## src/rtl/c2f_gen2.sv

```systemverilog
// rtl/c2f_gen2.sv - core-to-fabric request buffer: oldest-first ring issue, read-tag tracking, broadcast retire
// Entries are matched back from the ring by {CoreID, index}; age is kept in an NxN matrix.
package c2f_gen2_pkg;
  typedef enum logic [2:0] {
    OP_NOP      = 3'd0,
    OP_RD       = 3'd1,
    OP_WR       = 3'd2,
    OP_WR_BCAST = 3'd3,
    OP_RD_RSP   = 3'd4
  } t_opcode;
endpackage

module c2f_gen2
  import c2f_gen2_pkg::*;
#(
  parameter int ENTRIES = 4,
  parameter int IDX_W   = $clog2(ENTRIES),
  parameter int TID_W   = 2,
  parameter int ADDR_W  = 32,
  parameter int DATA_W  = 32,
  parameter int RQ_W    = 8 + IDX_W
) (
  input  logic              QClk,
  input  logic              RstQnnnL,
  input  logic [7:0]        CoreID,
  input  logic              C2F_ReqValidQ500H,
  input  t_opcode           C2F_ReqOpcodeQ500H,
  input  logic [ADDR_W-1:0] C2F_ReqAddressQ500H,
  input  logic [DATA_W-1:0] C2F_ReqDataQ500H,
  input  logic [TID_W-1:0]  C2F_ReqThreadIDQ500H,
  output logic              C2F_ReqStall,
  output logic              C2F_ReqValidQ501H,
  input  logic              C2F_ReqAckQ501H,
  output logic [RQ_W-1:0]   C2F_ReqRequestorQ501H,
  output t_opcode           C2F_ReqOpcodeQ501H,
  output logic [ADDR_W-1:0] C2F_ReqAddressQ501H,
  output logic [DATA_W-1:0] C2F_ReqDataQ501H,
  input  logic              RingRspInValidQ501H,
  input  logic [RQ_W-1:0]   RingRspInRequestorQ501H,
  input  t_opcode           RingRspInOpcodeQ501H,
  input  logic [DATA_W-1:0] RingRspInDataQ501H,
  output logic              C2F_RingConsumeQ501H,
  output logic              C2F_RspValidQ502H,
  output t_opcode           C2F_RspOpcodeQ502H,
  output logic [DATA_W-1:0] C2F_RspDataQ502H,
  output logic [TID_W-1:0]  C2F_RspThreadIDQ502H
);

  typedef enum logic [2:0] {
    S_FREE, S_PEND_RD, S_PEND_WR, S_PEND_BC, S_RD_WAIT, S_RD_RDY, S_BC_WAIT
  } t_state;

  t_state                          r_state     [ENTRIES];
  t_state                          w_state_nxt [ENTRIES];
  // r_older[j][i] set means entry j was allocated before entry i
  logic [ENTRIES-1:0][ENTRIES-1:0] r_older, w_older_nxt;
  t_opcode                         r_op   [ENTRIES];
  logic [ADDR_W-1:0]               r_addr [ENTRIES];
  logic [DATA_W-1:0]               r_data [ENTRIES];
  logic [TID_W-1:0]                r_tid  [ENTRIES];

  logic [ENTRIES-1:0] w_free, w_pend, w_rdy;
  logic [IDX_W-1:0]   w_alloc_idx, w_iss_idx, w_dlv_idx, w_rsp_idx;
  logic               w_valid_op, w_alloc, w_ack, w_tag_hit, w_rd_hit, w_bc_hit, w_deliver;

  logic               r_rsp_valid;
  t_opcode            r_rsp_op;
  logic [DATA_W-1:0]  r_rsp_data;
  logic [TID_W-1:0]   r_rsp_tid;

  function automatic logic [IDX_W-1:0] f_oldest(input logic [ENTRIES-1:0] set,
                                                input logic [ENTRIES-1:0][ENTRIES-1:0] older);
    logic [IDX_W-1:0] idx;
    logic             beaten;
    idx = '0;
    for (int i = 0; i < ENTRIES; i++) begin
      beaten = 1'b0;
      for (int j = 0; j < ENTRIES; j++)
        if (set[j] && older[j][i]) beaten = 1'b1;
      if (set[i] && !beaten) idx = IDX_W'(i);
    end
    return idx;
  endfunction

  always_comb begin
    w_free      = '0;
    w_pend      = '0;
    w_rdy       = '0;
    w_alloc_idx = '0;
    for (int i = 0; i < ENTRIES; i++) begin
      w_free[i] = (r_state[i] == S_FREE);
      w_pend[i] = (r_state[i] == S_PEND_RD) || (r_state[i] == S_PEND_WR) || (r_state[i] == S_PEND_BC);
      w_rdy[i]  = (r_state[i] == S_RD_RDY);
    end
    for (int i = ENTRIES - 1; i >= 0; i--)
      if (w_free[i]) w_alloc_idx = IDX_W'(i);
  end

  assign w_iss_idx  = f_oldest(w_pend, r_older);
  assign w_dlv_idx  = f_oldest(w_rdy, r_older);
  assign w_valid_op = (C2F_ReqOpcodeQ500H == OP_RD) || (C2F_ReqOpcodeQ500H == OP_WR) ||
                      (C2F_ReqOpcodeQ500H == OP_WR_BCAST);
  assign w_alloc    = C2F_ReqValidQ500H && !C2F_ReqStall && w_valid_op;
  assign w_ack      = C2F_ReqAckQ501H && C2F_ReqValidQ501H;
  assign w_rsp_idx  = RingRspInRequestorQ501H[IDX_W-1:0];
  assign w_tag_hit  = RingRspInValidQ501H && (RingRspInRequestorQ501H[RQ_W-1:IDX_W] == CoreID);
  assign w_rd_hit   = w_tag_hit && (r_state[w_rsp_idx] == S_RD_WAIT) && (RingRspInOpcodeQ501H == OP_RD_RSP);
  assign w_bc_hit   = w_tag_hit && (r_state[w_rsp_idx] == S_BC_WAIT) && (RingRspInOpcodeQ501H == OP_WR_BCAST);
  assign w_deliver  = |w_rdy;

  // Alloc, ack, match and delivery always target distinct entries, so updates never collide
  always_comb begin
    for (int i = 0; i < ENTRIES; i++) w_state_nxt[i] = r_state[i];
    w_older_nxt = r_older;
    if (w_alloc) begin
      case (C2F_ReqOpcodeQ500H)
        OP_RD:   w_state_nxt[w_alloc_idx] = S_PEND_RD;
        OP_WR:   w_state_nxt[w_alloc_idx] = S_PEND_WR;
        default: w_state_nxt[w_alloc_idx] = S_PEND_BC;
      endcase
      for (int j = 0; j < ENTRIES; j++) begin
        if (IDX_W'(j) != w_alloc_idx) begin
          w_older_nxt[j][w_alloc_idx] = 1'b1;
          w_older_nxt[w_alloc_idx][j] = 1'b0;
        end
      end
    end
    if (w_ack) begin
      case (r_state[w_iss_idx])
        S_PEND_RD: w_state_nxt[w_iss_idx] = S_RD_WAIT;
        S_PEND_WR: w_state_nxt[w_iss_idx] = S_FREE;
        default:   w_state_nxt[w_iss_idx] = S_BC_WAIT;
      endcase
    end
    if (w_rd_hit)  w_state_nxt[w_rsp_idx] = S_RD_RDY;
    if (w_bc_hit)  w_state_nxt[w_rsp_idx] = S_FREE;
    if (w_deliver) w_state_nxt[w_dlv_idx] = S_FREE;
  end

  always_ff @(posedge QClk or negedge RstQnnnL) begin
    if (!RstQnnnL) begin
      for (int i = 0; i < ENTRIES; i++) begin
        r_state[i] <= S_FREE;
        r_op[i]    <= OP_NOP;
        r_addr[i]  <= '0;
        r_data[i]  <= '0;
        r_tid[i]   <= '0;
      end
      r_older     <= '0;
      r_rsp_valid <= 1'b0;
      r_rsp_op    <= OP_NOP;
      r_rsp_data  <= '0;
      r_rsp_tid   <= '0;
    end else begin
      for (int i = 0; i < ENTRIES; i++) r_state[i] <= w_state_nxt[i];
      r_older <= w_older_nxt;
      if (w_alloc) begin
        r_op[w_alloc_idx]   <= C2F_ReqOpcodeQ500H;
        r_addr[w_alloc_idx] <= C2F_ReqAddressQ500H;
        r_data[w_alloc_idx] <= C2F_ReqDataQ500H;
        r_tid[w_alloc_idx]  <= C2F_ReqThreadIDQ500H;
      end
      if (w_rd_hit) r_data[w_rsp_idx] <= RingRspInDataQ501H;
      r_rsp_valid <= w_deliver;
      r_rsp_op    <= w_deliver ? OP_RD_RSP : OP_NOP;
      r_rsp_data  <= w_deliver ? r_data[w_dlv_idx] : '0;
      r_rsp_tid   <= w_deliver ? r_tid[w_dlv_idx] : '0;
    end
  end

  assign C2F_ReqStall          = ~|w_free;
  assign C2F_ReqValidQ501H     = |w_pend;
  assign C2F_ReqRequestorQ501H = C2F_ReqValidQ501H ? {CoreID, w_iss_idx} : '0;
  assign C2F_ReqOpcodeQ501H    = C2F_ReqValidQ501H ? r_op[w_iss_idx] : OP_NOP;
  assign C2F_ReqAddressQ501H   = C2F_ReqValidQ501H ? r_addr[w_iss_idx] : '0;
  assign C2F_ReqDataQ501H      = C2F_ReqValidQ501H ? r_data[w_iss_idx] : '0;
  assign C2F_RingConsumeQ501H  = w_rd_hit || w_bc_hit;
  assign C2F_RspValidQ502H     = r_rsp_valid;
  assign C2F_RspOpcodeQ502H    = r_rsp_op;
  assign C2F_RspDataQ502H      = r_rsp_data;
  assign C2F_RspThreadIDQ502H  = r_rsp_tid;

endmodule

```

## config.mk

```make
export PLATFORM = sky130hd
export DESIGN_NAME = c2f_gen2
export DESIGN_NICKNAME = d
export VERILOG_FILES = /design/src/rtl/c2f_gen2.sv
export SDC_FILE = /design/constraint.sdc
export NUM_CORES = 1
export LEC_CHECK = 0
export ABC_CLOCK_PERIOD_IN_PS = 8500
export CAP_MARGIN = 10
export CORE_ASPECT_RATIO = 1.25
export CORE_MARGIN = 2
export CORE_UTILIZATION = 55
export CTS_CLUSTER_SIZE = 8
export DETAILED_ROUTE_END_ITERATION = 10
export GPL_TIMING_DRIVEN = 1
export PLACE_DENSITY = 0.81
export SLEW_MARGIN = 0
export SYNTH_ARGS = -nofsm -noshare
export SYNTH_HDL_FRONTEND = slang
export SYNTH_SLANG_ARGS = --single-unit
```

## constraint.sdc

```tcl
create_clock -name QClk -period 8.5 [get_ports QClk]
set_clock_uncertainty 0.2 [all_clocks]
set_input_delay 1.7 -clock QClk [delete_from_list [all_inputs] [get_ports QClk]]
set_output_delay 1.7 -clock QClk [all_outputs]
set_load 0.02 [all_outputs]
```

; ---- Yosys cells after proc, flatten, opt, wreduce, memory -nomap -nowiden
; Index checks and enable logic that the tools add are counted.
[op_classes]
n_eq_ne = 29
n_bitwise = 40
reduce_logical = 69
magnitude_cmp = 10
mux = 107
[ops]
columns = cell, count
row1 = $bwmux W128, 3
row2 = $mux W32, 11
row3 = $mux W128, 2
row4 = $bmux W32 S2, 3
row5 = $demux W32 S2, 2
row6 = $mux W16, 7
row7 = $and A16 B16 Y16, 4
row8 = $not A16 Y16, 4
row9 = $mux W12, 5
row10 = $pmux W12 S2, 2
row11 = $logic_and A1 B1 Y1, 43
row12 = $mux W3, 13
row13 = $and A12 B12 Y12, 3
row14 = $eq A3 B2 Y1 const B, 12
row15 = $not A12 Y12, 3
row16 = $demux W4 S2, 4
row17 = $mux W1, 28
row18 = $or A4 B4 Y4, 7
row19 = $mux W2, 13
row20 = $and A8 B8 Y8, 3
row21 = $demux W3 S2, 4
row22 = $not A8 Y8, 3
row23 = $or A8 B8 Y8, 3
row24 = $eq A3 B3 Y1 const B, 7
row25 = 24 further kinds, 66
[totals]
in_bits = 127
wordCells = 283
reg_bits = 342
output_inout_bits = 118

; ---- Depth between registers and ports, before layout
; Gate-level depths: netlist of the first run.
[depth]
word_depth = 28
mapped_depth = 10
depth_no_buf = 8

; ---- Worst setup path after synthesis of the first run
; OpenSTA, ideal clock, no wires.
[synth_timing]
path_type = input-to-output
startpoint = input port RingRspInRequestorQ501H[0]
endpoint = output port C2F_RingConsumeQ501H
required_ns = 6.600
n_path_buf = 1
t_arrival_ns = 3.022
setup_slack_ns = 3.578
stages = 6
path_cell_list = buf_2 nor2_1 a2111oi_2 nand4_1 nor3_1 or2_2
[synth_between]
elab_chain_len = 8
elab_cells_between_ends = 11
classes_between = eq/ne (2) / mux (3) / bitwise (1) / reduce/logical (5)
[synth_lines]
columns = item, line_no
row1 = start: declaration, 39  ; input logic [RQ_W-1:0] RingRspInRequestorQ501H,
row2 = $not A2 Y3 (implied by the code) *, "107, 108"
row3 = $bmux W3 S2 *, "107, 108"
row4 = $mux W3 (implied by the code) * (2 in series), "107, 108"
row5 = "$eq A3 B3 Y1, on equally long branches", "107, 108"
row6 = "$logic_and A1 B1 Y1, on equally long branches (2 in series)", "107, 108"
row7 = $logic_or A1 B1 Y1 *, 177  ; assign C2F_RingConsumeQ501H = w_rd_hit || w_bc_hit;
row8 = end: declaration, 42  ; output logic C2F_RingConsumeQ501H,
; Mark *: on every way between the ends. The rest lies on a longest branch, timed or not. The select of a mux whose other input is x is not followed.

; ---- Worst setup path after layout of the first run
[layout_timing]
startpoint = register r_state[6] (netlist bit)
endpoint = output port C2F_ReqAddressQ501H[17]
[layout_between]
elab_chain_len = 17
elab_cells_between_ends = 32
classes_between = eq/ne (3) / mux (16) / bitwise (1) / reduce/logical (12)
[layout_lines]
columns = item, line_no
row1 = start: declaration, 53  ; t_state r_state [ENTRIES];
row2 = start signal: indexed assignment, 143  ; r_state[i] <= S_FREE;
row3 = $eq A3 B1 Y1 or $eq A3 B2 Y1 (tied branches), 92  ; w_pend[i] = (r_state[i] == S_PEND_RD) || (r_state[i] == S_PEND_WR) || (r_state[i] == S_PEND_BC);
row4 = $logic_or A1 B1 Y1, 92
row5 = $logic_or A1 B1 Y1 *, 92
row6 = $logic_and A1 B1 Y1, 79  ; if (set[j] && older[j][i]) beaten = 1'b1;
row7 = $mux W1 (3 in series), 79
row8 = $logic_not A1 Y1, 80  ; if (set[i] && !beaten) idx = IDX_W'(i);
row9 = $logic_and A1 B1 Y1, 80
row10 = $mux W1, 80
row11 = $mux W2 (2 in series), 80
row12 = $not A2 Y3 (implied by the code), 175  ; assign C2F_ReqAddressQ501H = C2F_ReqValidQ501H ? r_addr[w_iss_idx] : '0;
row13 = $bmux W32 S2, 175
row14 = $mux W32 (implied by the code) (2 in series), 175
row15 = $mux W32 *, 175
row16 = end: declaration, 36  ; output logic [ADDR_W-1:0] C2F_ReqAddressQ501H,
; Marked as above.

==> results of run 1 <==
==> area by class of cell <==
type                            instances  area (µm²)  area share, %
Inverter                               10        37.5          0.180
Timing Repair Buffer                  265        2610           12.6
Multi-Input combinational cell       1248        8030           38.6
Tap cell                              407         509           2.45
Sequential cell                       335        8380           40.3
Clock buffer                           50        1230           5.91
==> critical path, cell delays in order, from the launching register on <==
cell and delay, ns:
dfrtp_1 0.46, o21ba_2 0.30, a2111oi_2 0.45, and2_2 0.20
buf_4 0.68, nor2_4 0.39, nand2_1 0.16, buf_4 0.39
o22ai_1 0.20, clkdlybuf4s50_1 0.60
==> stage by stage <==
stage	utilization [%]	cells	area, µm²	power, mW
2_1_floorplan	-	1730	17000	6.23
3_3_place_gp	63.7	2265	19600	8.15
3_5_place_dp	63.7	2265	19600	8.30
4_1_cts	67.7	2315	20800	9.98
5_1_grt	67.7	2315	20800	10.5
6_report	67.7	2315	20800	9.96
==> registers in the layout, summed over array words and instances (netlist names), named ones only <==
register / count
C2F_RspDataQ502H: 32
C2F_RspOpcodeQ502H: 1
C2F_RspThreadIDQ502H: 2
r_addr: 128
r_data: 128
r_older: 6
r_op: 12
r_state: 12
r_tid: 8
==> worst paths after layout <==
check                       startpoint                      end  slack (ns)  depth (start not counted)
setup / recovery            r_state[6]  C2F_ReqAddressQ501H[17]        2.19                          9
min in group asynchronous     RstQnnnL               r_addr[57]        0.95                          1
hold reg to reg            r_older[15]              r_older[15]        0.22                          0
hold / removal             r_older[15]              r_older[15]        0.22                          0
setup reg to reg            r_state[2]              r_state[10]        4.84                          9
max in group asynchronous     RstQnnnL              r_addr[108]        5.64                          2
==> cells in the final DEF, fill, tap and decap left out, types with 36 or more instances in the layout <==
cell,netlist,layout
mux2_2,106,106
nor2_1,249,249
o21ai_0,44,44
clkdlybuf4s50_1,0,241
mux2i_1,231,231
o22ai_1,36,36
nand2_1,228,222
a31oi_1,36,36
clkbuf_16,0,49
dfrtp_1,335,335
a21oi_1,172,172
==> routing by layer <==
metal	track usage (%)	part of all wire, %	vias to the layer above
met5	0	0.15	-
met4	10.7	2.8	10
met3	5.83	7.8	118
met2	49.8	50	646
met1	36.5	40	6940
li1	-	-	6352
==> cell families (layout without fill, tap and decap cells) <==
logic type	after synthesis	in the layout	share of synthesized area, %
simple gates	545	545	13.3
compound gates	355	355	12.3
mux	338	338	20.7
flops	335	335	49.3
buf+inv	147	325	3.94
xor+xnor	8	8	0.412
other cells	1	2	0.0220
==> power groups by stage <==
| stage | Clock [mW] | Sequential [mW] | Combinational, mW |
|---|---|---|---|
| after floorplan | 0 | 2.73 | 3.49 |
| after global placement | 0 | 2.77 | 5.38 |
| after detailed placement | 0 | 2.82 | 5.47 |
| after CTS | 1.66 | 2.81 | 5.52 |
| after global routing | 1.72 | 2.90 | 5.93 |
| final | 1.63 | 2.82 | 5.51 |
==> key figures, run 1 <==
Run status
  • Status: finished clean

Pwr
  • Peak supply drop: 0.389 mV
  • Combinational group share of total power: 55.3%
  • Switching portion of total power: 41.8%
  • Cell Pwr Density: 479 nW/µm²
  • Clock power share: 16.4%
  • Pint: 5.80 mW
  • Net Switching: 4.16 mW
  • Reg power frac: 28.3%
  • Pleak: 9.90 nW

Timing
  • RSZ-0062 raised after global routing: false
  • Hold_ws: 0.223 ns
  • Final WS setup: 2.19 ns
  • Slew headroom: 21.6%
  • Crit share post-route: 74.2%
  • Fin Setup TNS: 0 ns
  • Period minus WS final: 6.31 ns
  • Max Freq: 158 MHz
  • Worst slew pin tran: 1.18 ns
  • Final Hold Vio Count: 0
  • Fin. max-slew vios: 0
  • Final setup fails: 0

Setup path
  • Req. time, crit path: 6.60 ns
  • CP Max Fanout: 70
  • Crit Path Class: flop to primary output
  • Worst Path Arrival: 4.41 ns
  • Nature of the critical path startpoint: flop
  • Critical path endpoint category: primary output

Layout
  • Fill cell count: 2,358
  • Layout cells sized above 1: 11.0%
  • NumNets Final: 2,034
  • Antenna diode count: 0
  • Area Overhead vs Synth: 22.2%

Route
  • Avg WL per Cell: 20.4 µm
  • Detailed Routing Iterations Pass 1: 6
  • Vias: 14.1k
  • Antenna viol nets, final: 0
  • Vias per cell: 6.08
  • Initial drt markers: 1,117
  • Post-Route WL: 47.2 mm
  • # DRC: 0

Clocking
  • CTS buffer count: 47
  • Worst skew pair latency: 0.54 ns
  • CTS resizes: 0
  • CTS sink cnt: 335
  • Hold buffer count at CTS: 0
  • Clk pin slew, worst setup/hold paths: 0.05 ns
  • Total number of H-tree levels: 2
  • Root buffer cell: clkbuf_16
  • Post-CTS setup buffer count: 0
  • CTS tree: built
  • Clk buf depth: 3

Floorplanning
  • Starting Density: 55.4%
  • FP Rows: 72
  • Die X: 161 µm
  • I/O pin cnt: 245
  • Chip height: 201 µm
  • Core ar.: 30,700 µm²
  • Die footprint: 32,400 µm²

Global route
  • Antenna violations before repair: 5
  • Total Routing Usage GR: 29.1%
  • Pin count of the biggest net entering global routing: 183
  • Gr ovfl total: 0
  • Vias in the first global route: 14.5k
  • First-pass GRT wire length: 75.7 mm

Min path
  • Hold WC Path Type: flop to flop

Logic synthesis
  • Seq/Total Area, Yosys: 49.3%
  • Flops & latches, synth: 335
  • Ys flop type: dfrtp_1
  • Cells after synthesis: 1,729
  • Most frequent cells after synthesis: dfrtp_1 (335), nor2_1 (249), mux2i_1 (231)
  • Synth cell types: 59
  • Avg Inst Size Synth: 9.84 µm²
  • Syn Std Cell Area: 17,000 µm²
  • Area contributors post-synth: dfrtp_1 (49%), mux2i_1 (14%), mux2_2 (7.0%)
  • Async SR Flop Fraction: 100%
  • Cell with the most instances after synthesis: dfrtp_1
  • Post-synth EDFFs: 0
  • Largest area contributor in the netlist: dfrtp_1
  • Yosys top cell area share: 49.3%
  • Synth warn: 0

Place
  • DP Worst Slack: 2.25 ns
  • GPL Wtd Cong: 0.939
  • Input/output buffers: 242
  • Post-DP HPWL: 28.1 mm

Flow run
  • Max-Cap Viols: 0
Power figures use the tool's default switching activity.
==> inputs of run 2 (changes only) <==
--- a/config.mk
+++ b/config.mk
@@ -5,7 +5,7 @@
 export SDC_FILE = /design/constraint.sdc
 export NUM_CORES = 1
 export LEC_CHECK = 0
-export ABC_CLOCK_PERIOD_IN_PS = 8500
+export ABC_CLOCK_PERIOD_IN_PS = 6000
 export CAP_MARGIN = 10
 export CORE_ASPECT_RATIO = 1.25
 export CORE_MARGIN = 2
==> constraint.sdc (replaced) <==
create_clock -name QClk -period 6 [get_ports QClk]
set_clock_uncertainty 0.2 [all_clocks]
set_input_delay 1.2 -clock QClk [delete_from_list [all_inputs] [get_ports QClk]]
set_output_delay 1.2 -clock QClk [all_outputs]
set_load 0.02 [all_outputs]
==> run 2 against run 1 <==
Against the previous run:
- sequential power grew 43%
- sequential cell count is the same
- routed wire length grew 1.7%
- first-iteration DRC count grew 15%
- largest cell class unchanged
- largest power group unchanged
==> key figures, run 2 (synthesized netlist as in run 1, its figures left out) <==
Clocking
  • CTS buffer count: 47 (unchanged)
  • Post-CTS setup buffer count: 0 (unchanged)
  • Root buffer cell: clkbuf_16
  • Hold buffer count at CTS: 0 (unchanged)
  • CTS tree: built
  • CTS resizes: 0 (unchanged)
  • Worst skew pair latency: 0.55 ns (about the same)
  • CTS sink cnt: 335 (unchanged)
  • Total number of H-tree levels: 2 (unchanged)
  • Clk buf depth: 3 (unchanged)
  • Clk pin slew, worst setup/hold paths: 0.05 ns (about the same)

Global route
  • Total Routing Usage GR: 29.6% (+0.50 points)
  • Antenna violations before repair: 3 (-2)
  • Vias in the first global route: 14.7k (+1.7%)
  • First-pass GRT wire length: 77.1 mm (+1.9%)
  • Gr ovfl total: 0 (unchanged)
  • Pin count of the biggest net entering global routing: 134 (-27%)

Floorplanning
  • Die X: 161 µm (unchanged)
  • Die footprint: 32,400 µm² (unchanged)
  • Starting Density: 55.4% (unchanged)
  • I/O pin cnt: 245 (unchanged)
  • FP Rows: 72 (unchanged)
  • Core ar.: 30,700 µm² (unchanged)
  • Chip height: 201 µm (unchanged)

Timing
  • Final setup fails: 0 (unchanged)
  • Fin. max-slew vios: 0 (unchanged)
  • Fin Setup TNS: 0 ns (unchanged)
  • Max Freq: 173 MHz
  • Worst slew pin tran: 1.19 ns (+0.0179 ns)
  • Slew headroom: 20.1% (-1.5 points)
  • Final Hold Vio Count: 0 (unchanged)
  • RSZ-0062 raised after global routing: false
  • Crit share post-route: 96.2%
  • Period minus WS final: 5.77 ns

Run status
  • Status: finished clean

Pwr
  • Pleak: 9.95 nW (+0.43%)
  • Peak supply drop: 0.641 mV (+65%)
  • Cell Pwr Density: 681 nW/µm² (+42%)

Setup path
  • Crit Path Class: flop to primary output
  • Req. time, crit path: 4.60 ns (-2.00 ns)
  • Crit path buffers/inverters: 3 (unchanged)
  • Top delay family on crit path: buffers and inverters
  • CP max stage cell: buf_4
  • Critical path endpoint category: primary output
  • Nature of the critical path startpoint: flop
  • Most used cell, CP: buf_4
  • Worst Path Arrival: 4.37 ns (-0.04 ns)
  • CP Max Fanout: 38 (-46%)
  • Critical Path Max Stage Delay: 0.73 ns (+0.05 ns)
  • Crit-path cells: o21ba_2 -> nand2_1 -> nand4b_1 -> buf_4 -> buf_4 -> mux2i_1 -> a211oi_1 -> a21oi_1 -> nor2_1 -> clkdlybuf4s50_1

Route
  • # DRC: 0 (unchanged)
  • Avg WL per Cell: 20.7 µm (+1.4%)
  • Detailed Routing Iterations Pass 1: 6 (unchanged)
  • Vias per cell: 6.05 (-0.49%)
  • Post-Route WL: 48.0 mm (+1.7%)
  • Vias: 14.0k (-0.18%)
  • Initial drt markers: 1,282 (+15%)
  • Antenna viol nets, final: 0 (unchanged)

Place
  • Post-DP HPWL: 28.8 mm (+2.6%)
  • Input/output buffers: 242 (unchanged)
  • GPL Wtd Cong: 0.912 (-2.9%)

Flow run
  • Max-Cap Viols: 0 (unchanged)

Min path
  • Hold WC Path Type: flop to flop

Layout
  • Most frequent cells in the layout: dfrtp_1 (335), nor2_1 (249), clkdlybuf4s50_1 (241)
  • Fill cell count: 2,365 (+0.30%)
  • Area Overhead vs Synth: 22.6%
  • Antenna diode count: 0 (unchanged)
  • Layout Utilization: 68.0% (+0.25 points)
  • Layout cells sized above 1: 11.3% (+0.33 points)
  • NumNets Final: 2,041 (+0.34%)
  • Commonest non-fill, non-tap cell in the layout: dfrtp_1
[run 2: cell types whose count changed in the layout (fill, tap and decap cells not counted)]
cell | previous run | this run
buf_12 | 1 | 3
buf_4 | 22 | 27
[run 2: per-layer routing]
metal | global-route usage, % | vias to the layer above | part of all wire (%)
met5 | 0 | - | 0.092
met4 | 11.0 | 6 | 3.1
met3 | 5.74 | 129 | 7.6
met2 | 51.1 | 616 | 50
met1 | 36.8 | 6923 | 40
li1 | - | 6366 | -
[run 2: final timing paths]
check                                 start                    to  cells after the start  slack (ns)
worst min-delay path             r_older[5]            r_older[5]                      0        0.22
worst max register to register  r_state[11]            r_data[12]                      6        2.53
worst min register to register   r_older[5]            r_older[5]                      0        0.22
worst max-delay path            r_state[11]  C2F_ReqDataQ501H[11]                     10        0.23
max in group asynchronous          RstQnnnL           r_data[113]                      2        3.70
min in group asynchronous          RstQnnnL            r_addr[61]                      1        0.57
[run 2: report_power, final]
group          internal (mW)  switching [mW]  total (mW)  leakage, nW
clock network           1.42           0.914        2.33        0.605
logic                   3.55            4.31        7.86         5.16
registers               3.29           0.731        4.02         4.18
[run 2: worst reg2reg max path: stages, from the launching register on]
cell	delay [ns]
dfrtp_1	0.44
nor3_1	0.71
nor3_1	0.27
nand2_4	0.82
buf_4	0.53
mux2i_1	0.24
a21oi_1	0.09
[run 2: layout make-up]
type	count	area [µm²]	area share, %
clock buffers	50	1230	5.89
flip-flops and latches	335	8380	40.2
multi-input cells	1248	8030	38.4
inverters	10	37.5	0.180
repair buffers	272	2690	12.9
well taps	407	509	2.44
[run 2: per-stage QoR]
stage	hold slack [ns]	power, mW	instances	setup WS [ns]	instance area, µm²
finish	0.221	14.2	2322	0.226	20900
global route	0.220	15.0	2322	0.0319	20900
CTS	0.210	14.2	2322	0.289	20900
detailed placement	0.200	11.8	2272	0.739	19600
global placement	0.209	11.6	2272	0.887	19600
floorplan	0.233	8.82	1730	2.08	17000
